--- config.mk ---
export PLATFORM = sky130hd
export DESIGN_NAME = mem_port_arbiter
export DESIGN_NICKNAME = d
export VERILOG_FILES = /design/src/rtl/mem_port_arbiter.sv
export SDC_FILE = /design/constraint.sdc
export NUM_CORES = 1
export LEC_CHECK = 0
export CORE_MARGIN = 4
export CORE_UTILIZATION = 35
export CTS_CLUSTER_SIZE = 12
export DETAILED_ROUTE_END_ITERATION = 10
export DONT_BUFFER_PORTS = 1
export GPL_ROUTABILITY_DRIVEN = 0
export GPL_TIMING_DRIVEN = 0
export PLACE_DENSITY_LB_ADDON = 0.2
export SLEW_MARGIN = 25
export SYNTH_ARGS = -nofsm -noshare
export SYNTH_HDL_FRONTEND = slang
export SYNTH_SLANG_ARGS = --single-unit
export TNS_END_PERCENT = 30
--- constraint.sdc ---
create_clock -name clk -period 2.5 [get_ports clk]
set_input_delay 0.375 -clock clk [delete_from_list [all_inputs] [get_ports clk]]
set_output_delay 0.375 -clock clk [all_outputs]
set_load 0.01 [all_outputs]
--- src/rtl/mem_port_arbiter.sv ---
// Two-port (IF/DM) arbiter for a single-ported 16-bit data memory.
// Each access takes LAT busy cycles, then a one-cycle DONE; DM has priority, IF is protected from starvation.
module mem_port_arbiter #(
  parameter int LAT         = 1,
  parameter int STARVE_MAX  = 3,
  parameter int ALIGN_CHECK = 1
) (
  input  logic        clk,
  input  logic        rst,
  input  logic        if_req,
  input  logic [15:0] if_addr,
  output logic [15:0] if_rdata,
  output logic        if_done,
  output logic        if_stall,
  input  logic        dm_req,
  input  logic        dm_wr,
  input  logic [15:0] dm_addr,
  input  logic [15:0] dm_wdata,
  output logic [15:0] dm_rdata,
  output logic        dm_done,
  output logic        dm_stall,
  output logic        mem_enable,
  output logic        mem_wr,
  output logic [15:0] mem_addr,
  output logic [15:0] mem_data_in,
  input  logic [15:0] mem_data_out,
  output logic        err
);

  typedef enum logic [1:0] {S_IDLE, S_BUSY, S_DONE} state_t;

  localparam logic [3:0] LP_CNT0  = 4'(LAT - 1);
  localparam logic [3:0] LP_SMAX  = 4'(STARVE_MAX);

  state_t      r_state, w_next;
  logic [3:0]  r_cnt;
  logic [3:0]  r_starv;
  logic        r_owner;     // 1 = DM, 0 = IF
  logic        r_wr;
  logic        r_err;
  logic [15:0] r_mem_addr;
  logic [15:0] r_mem_wdata;
  logic [15:0] r_if_rdata;
  logic [15:0] r_dm_rdata;

  logic        w_any;
  logic        w_grant_if;
  logic [15:0] w_sel_addr;
  logic        w_misalign;
  logic        w_last;

  assign w_any      = if_req | dm_req;
  assign w_grant_if = if_req & (~dm_req | (r_starv == LP_SMAX));
  assign w_sel_addr = w_grant_if ? if_addr : dm_addr;
  assign w_misalign = (ALIGN_CHECK != 0) && w_sel_addr[0];
  assign w_last     = (r_cnt == 4'd0);

  always_ff @(posedge clk or negedge rst) begin
    if (!rst) r_state <= S_IDLE;
    else      r_state <= w_next;
  end

  always_comb begin
    w_next     = r_state;
    mem_enable = 1'b0;
    mem_wr     = 1'b0;
    if_done    = 1'b0;
    dm_done    = 1'b0;
    err        = 1'b0;
    case (r_state)
      S_IDLE: if (w_any) w_next = w_misalign ? S_DONE : S_BUSY;
      S_BUSY: begin
        mem_enable = 1'b1;
        // write strobe only on the last busy cycle so each write lands exactly once
        mem_wr     = w_last & r_wr;
        if (w_last) w_next = S_DONE;
      end
      S_DONE: begin
        if_done = ~r_owner;
        dm_done = r_owner;
        err     = r_err;
        w_next  = S_IDLE;
      end
      default: w_next = S_IDLE;
    endcase
  end

  always_ff @(posedge clk or negedge rst) begin
    if (!rst) begin
      r_cnt       <= 4'd0;
      r_starv     <= 4'd0;
      r_owner     <= 1'b0;
      r_wr        <= 1'b0;
      r_err       <= 1'b0;
      r_mem_addr  <= 16'h0;
      r_mem_wdata <= 16'h0;
      r_if_rdata  <= 16'h0;
      r_dm_rdata  <= 16'h0;
    end else begin
      case (r_state)
        S_IDLE: if (w_any) begin
          r_owner <= ~w_grant_if;
          r_wr    <= ~w_grant_if & dm_wr;
          r_err   <= w_misalign;
          r_cnt   <= LP_CNT0;
          // macro pins keep their last values across aborted accesses
          if (!w_misalign) begin
            r_mem_addr <= w_sel_addr;
            if (!w_grant_if) r_mem_wdata <= dm_wdata;
          end
          if (w_grant_if)                    r_starv <= 4'd0;
          else if (if_req && r_starv != LP_SMAX) r_starv <= r_starv + 4'd1;
        end
        S_BUSY: begin
          if (!w_last) r_cnt <= r_cnt - 4'd1;
          else if (!r_wr) begin
            if (r_owner) r_dm_rdata <= mem_data_out;
            else         r_if_rdata <= mem_data_out;
          end
        end
        default: ;
      endcase
    end
  end

  assign mem_addr    = r_mem_addr;
  assign mem_data_in = r_mem_wdata;
  assign if_rdata    = r_if_rdata;
  assign dm_rdata    = r_dm_rdata;
  assign if_stall    = if_req & ~if_done;
  assign dm_stall    = dm_req & ~dm_done;

endmodule

==> run_results.csv <==
group,metric,value,unit
synth,async_reset_ff_share,100.0,%
setup_path,crit_path_end_kind,"register",
timing,hold_viol,0,
timing,fmax,421.8,MHz
worst_hold_path,min-delay-start,"mem_data_out[12]",
cells_and_area,area_delta_synth_final,14.20,%
synth,syn_nets,303,
die,die_width,106.2,µm
die,rows,35,
cells_and_area,n_antenna_cell,0,
synth,synth_area,3376,µm²
power,peakVddDrop,0.0004772,V
die,num_io_pins,140,
die,initial_core_util,36.19,%
global_route,grt_pass1_vias,1943,
setup_path,arrival,2590,ps
timing,rsz0062_at_grt,"false",
synth,synth_xor_area_share,0.5189,%
die,die_h,106.2,µm
setup_path,critical_path_class,"reg -> reg",
power,power,5.024,mW
timing,period_share,94.84,%
synth,ys_seq_area_share,56.34,%
timing,drv_slew,0,
place,placed_cell_area,3537,µm²
synth,synthMuxAreaShare,29.13,%
global_route,grt_usage,11.89,%
timing,worstMarginPinSlew,698.8,ps
worst_hold_path,holdPathEnd,"dm_rdata[12]",
synth,synth-simple-area-share,6.709,%
timing,maxSlewHeadroom,53.10,%
power,p_per_area,1303,nW/µm²
cells_and_area,finalNonFillerCells,381,
synth,synthAdderAreaFrac,0.7413,%
worst_hold_path,hold_path.class,"in -> reg",
global_route,antenna_found_initial,0,
global_route,grt_max_degree,77,
setup_path,required,2720,ps
setup_path,setup.worst_path.start_class,"register",
cells_and_area,drive_above_1_share,43.25,%
routing,vias,1833,
routing,wl_per_cell,17.30,µm
synth,avgSynthCellArea,14.55,µm²
clock_tree,cts_resized,0,
status,status,"completed",
synth,synth_top_family_by_area,"multiplexers",
routing,dr.pass1.iters,4,
place,port_buffers,0,
clock_tree,cts_root_buf,"clkbuf_8",
setup_path,r2r-start,"r_starv[0]",
setup_path,worstReg2RegEnd,"mem_addr[5]",
cells_and_area,finalNetCount,318,
clock_tree,cts_max_level,3,
synth,ys.flop_type,"dfrtp_1",
timing,min_period,2371,ps
clock_tree,cts.path.max_buffers,2,
timing,clock_skew,9.951,ps
timing,setup_viol,0,
power,p_leak,1.710,nW
synth,synth_cell_type_count,33,
synth,synth_compound_area_share,3.373,%
clock_tree,cts_tree,"yes",
global_route,globalRouteOverflowTotal,0,
cells_and_area,utilization,41.33,%
synth,ys_ff_latch,76,
synth,syn_inst,232,
clock_tree,cts_buffers,9,
clock_tree,clkLatencyLatePin,330,ps
cells_and_area,fin_area,3855,µm²
routing,drt-initial-drc-count,64,
cells_and_area,num-fill-cells,876,
place,place_inst,361,
setup_path,worst-r2r-setup-slack,130,ps
routing,wirelength,6590,µm
die,dieArea,11280,µm²
routing,vias_per_cell,4.811,
timing,finalSetupTns,0,ps
routing,route.detailed.drc,0,
run,maxCapViolCount,0,
setup_path,r2r.worst_path.cells,6,
place,place_hpwl,4728,µm
clock_tree,clk_pin_slew,80,ps
synth,synth_edf_count,0,
routing,antenna_left,0,
synth,yosys_warnings,0,
die,coreArea,9328,µm²
setup_path,path_max_fanout,10,
clock_tree,cts_sinks,76,
global_route,grt_pass1_wl,10510,µm
worst_hold_path,hold_depth,1,
## cell families after synthesis
| family | Yosys count |
|---|---|
| AOI/OAI and AO/OA | 16 |
| xor gates and xnor gates | 2 |
| adders and majority gates | 2 |
| buffers and inverters | 15 |
| DFF | 76 |
| muxes | 79 |
| other | 1 |
| and+or+nand+nor | 41 |
## stage by stage
step,hold slack [ps],setup slack [ps]
floorplan,79.41,305.5
global placement,81.10,47.14
detailed placement,81.26,59.59
CTS,156.9,55.14
global route,149.5,2.993
finish,184.2,129.0
## synth_stat cells, types with 3 or more instances
| cell | count | area (µm²) |
|---|---|---|
| buf_6 | 4 | 45.04 |
| nand3_1 | 6 | 30.03 |
| nor2_1 | 9 | 33.78 |
| mux2_4 | 25 | 375.4 |
| mux2_2 | 54 | 608.1 |
| dfrtp_1 | 76 | 1902 |
| a21oi_1 | 3 | 15.01 |
| o21ai_0 | 7 | 35.03 |
| nand2_1 | 12 | 45.04 |
| inv_1 | 7 | 26.28 |
## registers in the layout (all words and copies together), names as in the netlist
name,count
r_starv,4
if_rdata,16
r_owner,1
r_cnt,4
mem_data_in,16
mem_addr,15
r_wr,1
r_state,2
dm_rdata,16
r_err,1
## critical path, cell delays in order (launching register included)
cell,delay (ps)
dfrtp_1,390
ha_1,210
or3b_4,410
a21bo_4,240
a211oi_4,470
buf_8,230
mux2_4,300
## routing by layer
metal  up-vias  part of all wire (%)  wire length [µm]  GRT usage (%)
met4         0                   1.6               107          4.440
met2        82                    50              3279          19.19
li1        835                     -                 -              -
met3        11                   8.8               582          4.554
met1       905                    40              2620          14.41
met5         -                     0                 0              0
## cells in the final DEF, fill, tap and decap left out
master,count
a22oi_1,1
or3b_4,1
nor3_1,2
nor3_4,1
nand4b_1,1
and2_1,1
mux2_4,25
buf_16,1
or2_1,1
nand3_1,6
nor3b_4,1
a21oi_1,3
clkbuf_1,2
buf_4,3
dfrtp_1,76
and3_1,2
buf_6,4
dlygate4sd3_1,1
nand2_1,12
inv_1,7
o21ai_1,1
ha_1,2
nor2_1,9
o21ai_0,7
buf_8,1
nand2b_1,2
a21bo_4,1
o21a_1,1
mux2_2,54
bufinv_16,4
xor2_1,2
nor2b_1,1
o31ai_1,1
clkbuf_8,10
conb_1,1
a211oi_4,1
or3b_1,1
buf_2,2
## worst max path at each step
stage,start,to,cells after the start
5_1_grt,r_starv[0],mem_addr[6],6
4_1_cts,r_cnt[0],if_rdata[9],8
3_3_place_gp,r_cnt[0],if_rdata[8],8
2_1_floorplan,r_cnt[0],if_rdata[10],8
6_report,r_starv[0],mem_addr[5],6
3_5_place_dp,r_cnt[0],if_rdata[6],8
## power breakdown
group | internal [mW] | switching [mW]
clock network | 0.793 | 0.439
registers | 1.82 | 0.671
logic | 0.788 | 0.509
total | 3.41 | 1.62
## timing repair
item / 4_1_cts / 5_1_grt
endpoints found under the hold margin: 76 / 0
setup endpoints to repair: 0 / 18
hold buffers: 2 / 0
setup buffers: 0 / 2
## area by class of cell
cell class / instances / area [µm²] / share of cell area (%)
clock inverters: 4 / 120.1 / 3.116
clock buffers: 12 / 145.1 / 3.765
multi-input cells: 141 / 1370 / 35.54
plain buffers: 8 / 77.57 / 2.012
inverters: 7 / 26.28 / 0.6816
well taps: 129 / 161.4 / 4.187
flip-flops and latches: 76 / 1902 / 49.33
repair buffers: 4 / 52.55 / 1.363
Note: power is estimated with default switching activity, not from simulation.
